==> config.mk <==
export PLATFORM = sky130hd
export DESIGN_NAME = dom_rand_gen
export DESIGN_NICKNAME = d
export VERILOG_FILES = /design/src/rtl/dom_pkg.sv /design/src/rtl/lfsr_advance.sv /design/src/rtl/dom_rand_gen.sv
export SDC_FILE = /design/constraint.sdc
export NUM_CORES = 1
export LEC_CHECK = 0
export CAP_MARGIN = 30
export CELL_PAD_IN_SITES_DETAIL_PLACEMENT = 1
export CELL_PAD_IN_SITES_GLOBAL_PLACEMENT = 2
export CORE_MARGIN = 3
export CORE_UTILIZATION = 44
export CTS_BUF_LIST = sky130_fd_sc_hd__clkbuf_8
export CTS_CLUSTER_SIZE = 16
export DETAILED_ROUTE_END_ITERATION = 12
export DONT_BUFFER_PORTS = 1
export PLACE_DENSITY = 0.84
export RECOVER_POWER = 25
export SETUP_SLACK_MARGIN = 0.02
export SLEW_MARGIN = 20
export SYNTH_ARGS = -nofsm -noshare
export SYNTH_HDL_FRONTEND = slang
export SYNTH_SLANG_ARGS = --single-unit
==> constraint.sdc <==
create_clock -name clk -period 3.9 [get_ports clk]
set_input_delay 0.39 -clock clk [delete_from_list [all_inputs] [get_ports clk]]
set_output_delay 0.39 -clock clk [all_outputs]
set_load 0.01 [all_outputs]
==> src/rtl/dom_pkg.sv <==
// Shared constants for the DOM fresh-randomness sources: LFSR geometry,
// feedback taps, zero-seed substitute and the generator state encoding.
package dom_pkg;

    localparam int LFSR_W = 64;

    // Taps for x^64 + x^63 + x^61 + x^60 + 1
    localparam int TAP_A = 63;
    localparam int TAP_B = 62;
    localparam int TAP_C = 60;
    localparam int TAP_D = 59;

    localparam logic [LFSR_W-1:0] ZERO_SEED_SUB = 64'h1;

    typedef enum logic [1:0] {
        ST_UNSEEDED  = 2'd0,
        ST_WARMUP    = 2'd1,
        ST_RUN       = 2'd2,
        ST_EXHAUSTED = 2'd3
    } dom_state_e;

endpackage

==> src/rtl/lfsr_advance.sv <==
// Combinational unroll of STEPS Fibonacci LFSR shifts; reused by any
// randomness source that needs several fresh bits per cycle.
module lfsr_advance
    import dom_pkg::*;
#(
    parameter int STEPS = 5
) (
    input  logic [LFSR_W-1:0] i_s,
    output logic [LFSR_W-1:0] o_s
);

    logic [LFSR_W-1:0] w_s;

    always_comb begin
        w_s = i_s;
        for (int k = 0; k < STEPS; k++) begin
            w_s = {w_s[LFSR_W-2:0], w_s[TAP_A] ^ w_s[TAP_B] ^ w_s[TAP_C] ^ w_s[TAP_D]};
        end
        o_s = w_s;
    end

endmodule

==> src/rtl/dom_rand_gen.sv <==
// Fresh-mask generator for the masked Ascon S-box DOM AND gates: seeded
// LFSR with warm-up and a bounded number of words per seed.
//
// state        | meaning
// -------------+---------------------------------------------------------
// ST_UNSEEDED  | no seed since reset; no output, reseed requested
// ST_WARMUP    | advancing once per cycle to decorrelate from the seed
// ST_RUN       | z valid; one advance per accepted word
// ST_EXHAUSTED | word budget spent; holds until the next seed
module dom_rand_gen
    import dom_pkg::*;
#(
    parameter int Z_WIDTH         = 5,
    parameter int WARMUP_CYCLES   = 16,
    parameter int RESEED_INTERVAL = 1024,
    parameter int CNT_W           = 11
) (
    input  logic               clk,
    input  logic               rst,
    input  logic [LFSR_W-1:0]  seed,
    input  logic               seed_valid,
    output logic               seed_ready,
    output logic [Z_WIDTH-1:0] z,
    output logic               z_valid,
    input  logic               z_ready,
    output logic               reseed_req
);

    localparam logic [CNT_W-1:0] WARM_LD = CNT_W'(WARMUP_CYCLES);
    localparam logic [CNT_W-1:0] RUN_LD  = CNT_W'(RESEED_INTERVAL);
    localparam logic [CNT_W-1:0] CNT_ONE = CNT_W'(1);

    dom_state_e        r_state;
    logic [LFSR_W-1:0] r_s;
    logic [CNT_W-1:0]  r_cnt;
    logic [LFSR_W-1:0] w_s_adv;
    logic [LFSR_W-1:0] w_seed_ld;
    logic              w_seed_hs;

    lfsr_advance #(.STEPS(Z_WIDTH)) u_adv (
        .i_s (r_s),
        .o_s (w_s_adv)
    );

    assign seed_ready = 1'b1;
    assign w_seed_hs  = seed_valid & seed_ready;
    assign w_seed_ld  = (seed == '0) ? ZERO_SEED_SUB : seed;

    // Outputs decode registered state only; no input reaches z or z_valid.
    assign z          = r_s[Z_WIDTH-1:0];
    assign z_valid    = (r_state == ST_RUN);
    assign reseed_req = (r_state == ST_UNSEEDED) || (r_state == ST_EXHAUSTED);

    // r_cnt is a down-counter: remaining warm-up advances, then remaining words.
    always_ff @(posedge clk or negedge rst) begin
        if (!rst) begin
            r_state <= ST_UNSEEDED;
            r_s     <= '0;
            r_cnt   <= '0;
        end else if (w_seed_hs) begin
            // A concurrently accepted z word is simply dropped with the old seed.
            r_s <= w_seed_ld;
            if (WARMUP_CYCLES == 0) begin
                r_state <= ST_RUN;
                r_cnt   <= RUN_LD;
            end else begin
                r_state <= ST_WARMUP;
                r_cnt   <= WARM_LD;
            end
        end else begin
            case (r_state)
                ST_WARMUP: begin
                    r_s   <= w_s_adv;
                    r_cnt <= r_cnt - CNT_ONE;
                    if (r_cnt == CNT_ONE) begin
                        r_state <= ST_RUN;
                        r_cnt   <= RUN_LD;
                    end
                end
                ST_RUN: begin
                    if (z_ready) begin
                        r_s   <= w_s_adv;
                        r_cnt <= r_cnt - CNT_ONE;
                        if (r_cnt == CNT_ONE) begin
                            r_state <= ST_EXHAUSTED;
                        end
                    end
                end
                default: ;
            endcase
        end
    end

endmodule

After elaboration in Yosys (flattened, before gate mapping)
Cells that the tools add are included.
{ "classes": {"addsub": 1, "eq_ne": 7, "n_mux": 13, "bitwise": 15, "reduce_logical": 6} }
{ "ops": {"columns": ["op", "n"], "rows": [
  ["$mux W64", 3],
  ["$pmux W64 S2", 1],
  ["$logic_not A64 Y1", 1],
  ["$mux W11", 3],
  ["$pmux W11 S2", 1],
  ["$xor A1 B1 Y1", 15],
  ["$eq A11 B1 Y1 const B", 1],
  ["$sub A11 B1 Y11 const B", 1],
  ["$mux W2", 4],
  ["$ne A3 B2 Y1 const B", 2],
  ["$eq A2 B2 Y1 const B", 2],
  ["$pmux W2 S2", 1],
  ["$reduce_and A4 Y1", 1],
  ["$ne A3 B3 Y1 const B", 1],
  ["$reduce_bool A3 Y1", 1],
  ["$eq A2 B1 Y1 const B", 1],
  ["$logic_not A2 Y1", 1],
  ["$reduce_and A2 Y1", 1],
  ["$logic_or A1 B1 Y1", 1]
]} }
{ "totals": {"regBits": 77, "out_inout_bits": 8, "elab_cells": 45} }

Longest topological paths before layout
{ "depth": {"depth_word": 6, "ltp_mapped": 9, "mapped_depth_nobuf": 6} }

Cells and area by module
Synthesis repeated with hierarchy kept, for this count alone.
{ "unflattened": {"cells_unflattened": 461, "area_unflattened_um2": 4410.5} }
{ "by_module_without_submodules": {"columns": ["mod", "n_inst", "cells_per_inst", "area_per_inst_um2", "seq_area_each_um2"], "rows": [
  ["dom_rand_gen", 1, 391, 3863.7, 1926.8],
  ["lfsr_advance", 1, 70, 546.8, 0.0]
]} }

Worst setup path before layout
OpenSTA, ideal clock, no wires.
{ "synth_path": {"path_kind": "register -> register", "startpoint": "reg r_state[0]", "endpoint": "reg r_state[0]", "arrival_time_ns": 1.725, "setup_slack_ns": 2.051, "path_stages_with_launch": 9, "n_path_buf": 2, "synth_period_minus_slack_ns": 1.849, "path_cell_list": "dfrtp_1 > inv_1 > ha_1 > mux2_4 > buf_4 > buf_6 > nand4_1 > nor2_1 > a211o_1"} }
{ "synth_via": {"elab_chain_cells": 3} }
{ "synth_lines": {"columns": ["element", "line_no", "rtl"], "rows": [
  ["start, declared", "dom_rand_gen.sv:33", "dom_state_e r_state;"],
  ["start signal, assigned", "dom_rand_gen.sv:57", "r_state <= ST_UNSEEDED;"],
  ["start signal, assigned", "dom_rand_gen.sv:64", "r_state <= ST_RUN;"],
  ["start signal, assigned", "dom_rand_gen.sv:67", "r_state <= ST_WARMUP;"],
  ["$eq A2 B2 Y1 (*)", null, null],
  ["net z_valid", "dom_rand_gen.sv:24", "output logic z_valid,"],
  ["$ne A3 B2 Y1 (no source line), or another cell as far along", null, null],
  ["$reduce_and A4 Y1 (no source line) / $mux W2 (equally long branches)", null, null]
]} }
Mark *: on every way through the listed nets, which the timed path passes. The rest lies on a longest branch.
A chain may end at the register's enable or synchronous reset.

Worst setup path in the final report
{ "layout_path": {"startpoint": "reg r_state[0]", "endpoint": "reg r_s[16]"} }
{ "layout_via": {"elab_chain_cells": 3} }
{ "layout_lines": {"columns": ["element", "line_no", "rtl"], "rows": [
  ["$eq A2 B2 Y1 (*)", null, null],
  ["net z_valid", "dom_rand_gen.sv:24", null],
  ["$pmux W64 S2, or another cell as far along", "dom_rand_gen.sv:71", "case (r_state)"],
  ["$mux W64 / $reduce_and A2 Y1 (equally long branches)", null, null],
  ["end signal, assigned", "dom_rand_gen.sv:62", "r_s <= w_seed_ld;"],
  ["end signal, assigned", "dom_rand_gen.sv:73", "r_s <= w_s_adv;"],
  ["end signal, assigned", "dom_rand_gen.sv:82", "r_s <= w_s_adv;"],
  ["end, declared", "dom_rand_gen.sv:34", "logic [LFSR_W-1:0] r_s;"]
]} }
Marks and branches as above.

==> impl_metrics.json <==
{
  "hold_viol": 0,
  "violations": "max-capacitance violations, max-slew violations",
  "wl_per_cell_um": 19.0,
  "dpl_worst_slack_ns": 1.41,
  "period_needed_ns": 2.53,
  "ctsResizeCount": 0,
  "drt-initial-drc-count": 137,
  "fin_ws_ns": 1.37,
  "drive_gt1_share_pct": 5.36,
  "synth_top_area_share_pct": 48.5,
  "gp_congestion": 0.800,
  "cts.sinks": 77,
  "swShare_pct": 34.7,
  "grt_pass1_vias": 3014,
  "async_flop_share_pct": 100,
  "multi_input_area_sq_um": 1850,
  "synthSimpleGateAreaFrac_pct": 15.0,
  "rsz0062_at_grt": "no",
  "ios": 76,
  "worstSetupPathType": "reg -> reg",
  "grt_max_degree": 142,
  "ys_ff_latch": 77,
  "hold_ws_ns": 0.146,
  "r2r_cells": 6,
  "synth_most_common_cell": "dfrtp_1",
  "synthMuxAreaShare_pct": 16.5,
  "path_clk_slew_ns": 0.09,
  "synth_compound_area_share_pct": 11.2,
  "pwr-share-seq_pct": 46.3,
  "status": "finished, violations left",
  "worstPathMaxFanout": 53,
  "hold_depth": 1,
  "p_int_w": 0.00162,
  "clockPowerShare_pct": 23.6,
  "critPathLaunchType": "flop",
  "power_density_nw_per_um2": 596,
  "leakagePower_nw": 2.06,
  "clockBufferDepth": 2,
  "nets": 459,
  "ir_drop_uv": 246,
  "ctsHoldBuffers": 2,
  "netlist_area_sq_um": 3970,
  "slew_violations": 78,
  "fin_skew_ns": 0.0155,
  "cts_root_buf": "clkbuf_8",
  "endpoint_kind": "flop",
  "dp_hpwl_um": 6680,
  "initial_core_util_pct": 45.3,
  "num_rows": 34,
  "first_pass_iters": 4,
  "hp-class": "in -> reg",
  "dr_wl_met3_um": 609,
  "ant_nets": 0,
  "maxCapViolCount": 1,
  "yosysTopAreaCell": "dfrtp_1",
  "synth_edf_count": 0,
  "final-setup-viol-count": 0,
  "cp_data_arrival_time_ns": 2.75,
  "die_h_um": 101,
  "syn_nets": 474,
  "synth-xor-area-share_pct": 2.43,
  "required_ns": 4.13,
  "p_sw_w": 0.000861,
  "syn2layout_area_growth_pct": 4.63,
  "maxSlewHeadroom_pct": -26.5,
  "synth_warnings": 0,
  "num-fill-cells": 987,
  "grt.total_usage_pct": 19.5,
  "ys_top_cells_by_area": "dfrtp_1, mux2i_1, o21ai_0",
  "die-area_sq_um": 10200,
  "fmax_mhz": 396,
  "antennaDiodeCount": 0,
  "grt-ovfl-total": 0,
  "synthCells": 402,
  "setup_tns_ns": 0,
  "grt_pass1_wl_um": 15300,
  "yosysUniqueCellTypes": 35,
  "fin_area_sq_um": 4160,
  "route.vias.total": 2851,
  "route.detailed.vias_per_inst": 5.70,
  "syn_avg_cell_area_sq_um": 9.88,
  "met1Wirelength_um": 4100,
  "synthAdderAreaFrac_pct": 1.26,
  "io_buffers": 0,
  "combPwrFrac_pct": 30.2,
  "synth_commonest_cells": "dfrtp_1, nand2_1, mux2i_1, o21ai_0, nor4_1",
  "wirelength_um": 9480,
  "tightest_slew_ns": 1.90,
  "synth_top_family_by_area": "multiplexers",
  "h-tree-depth": 3,
  "core_area_sq_um": 8760,
  "ff_latch_area_sq_um": 1930,
  "cts_made_buffers": 9,
  "ys_seq_area_share_pct": 48.5,
  "dpl_cell_area_sq_um": 3950,
  "drc_errors": 0,
  "wl_met2_um": 4670,
  "cts_setup_buffers": 0,
  "yosys_most_used_dff": "dfrtp_1",
  "cts_tree": "yes",
  "utilization_pct": 47.4,
  "period_share_pct": 64.8,
  "clk-insertion-delay-late_ns": 0.35,
  "highest_layer": "met4",
  "die_w_um": 101,
  "antenna_found_initial": 0
}
sequential cells by signal, indices dropped and copies added, names as in the netlist:
register,cells
r_s,64
r_cnt,11
r_state,2
layout make-up:
| type | count | area share [%] |
|---|---|---|
| Clock buffer | 9 | 2.98 |
| Multi-Input combinational cell | 289 | 44.5 |
| Timing Repair Buffer | 4 | 0.722 |
| Tap cell | 108 | 3.25 |
| Sequential cell | 77 | 46.4 |
| Inverter | 6 | 0.542 |
| Clock inverter | 7 | 1.66 |
cells in the final DEF (no fill, tap or decap), types with 7 or more instances in the layout:
cell type and count:
nor4_1 17, o21ai_0 64, nand3_1 7, nand4_1 8, mux2i_1 64, nor2_1 13
inv_1 8, dfrtp_1 77, nand2_1 66, clkbuf_8 9, xnor2_1 10, a21oi_1 11
per-stage QoR:
step | power [W] | cells
2_1_floorplan | 0.00179 | 402
3_3_place_gp | 0.00187 | 482
3_5_place_dp | 0.00190 | 482
4_1_cts | 0.00252 | 500
5_1_grt | 0.00265 | 500
6_report | 0.00248 | 500
power groups by stage:
stage | sequential (W) | clock, W | combinational (W)
global route | 0.00118 | 0.000635 | 0.000843
finish | 0.00115 | 0.000584 | 0.000748
floorplan | 0.00109 | 0 | 0.000700
CTS | 0.00115 | 0.000605 | 0.000763
detailed placement | 0.00116 | 0 | 0.000737
global placement | 0.00116 | 0 | 0.000712
critical path, cell delays in order, from the launching register on:
cell and delay [ns]:
dfrtp_1 0.41, inv_1 0.07, ha_1 0.32, mux2_4 0.75, buf_4 0.45, mux2i_1 0.25, o21ai_0 0.11
per-layer routing:
layer | global-route usage, % | vias to the layer above
met1 | 25.1 | 1397
met4 | 4.91 | 0
met2 | 31.6 | 63
met5 | 0 | -
li1 | - | 1384
met3 | 6.57 | 7
final timing paths:
path / from / to / slack, ns
setup / recovery: r_state[0]$_DFFE_PN0P_ / r_s[16]$_DFFE_PN0P_ / 1.37
min in group asynchronous: rst / r_cnt[10]$_DFFE_PN0P_ / 1.12
hold / removal: seed_valid / r_s[23]$_DFFE_PN0P_ / 0.15
hold reg to reg: r_state[0]$_DFFE_PN0P_ / r_state[0]$_DFFE_PN0P_ / 0.55
setup reg to reg: r_state[0]$_DFFE_PN0P_ / r_s[16]$_DFFE_PN0P_ / 1.37
max in group asynchronous: rst / r_s[59]$_DFFE_PN0P_ / 1.66
cell families (layout without fill, tap and decap cells):
kind of cell,after synthesis,after routing
AO/OA/AOI/OAI,84,84
XOR/XNOR,11,11
adder cells (fa/ha/maj),4,4
buffers and inverters,36,26
flip-flops,77,77
multiplexers,65,65
other,1,1
AND/OR/NAND/NOR,124,124
(Power assumes the default switching activity.)
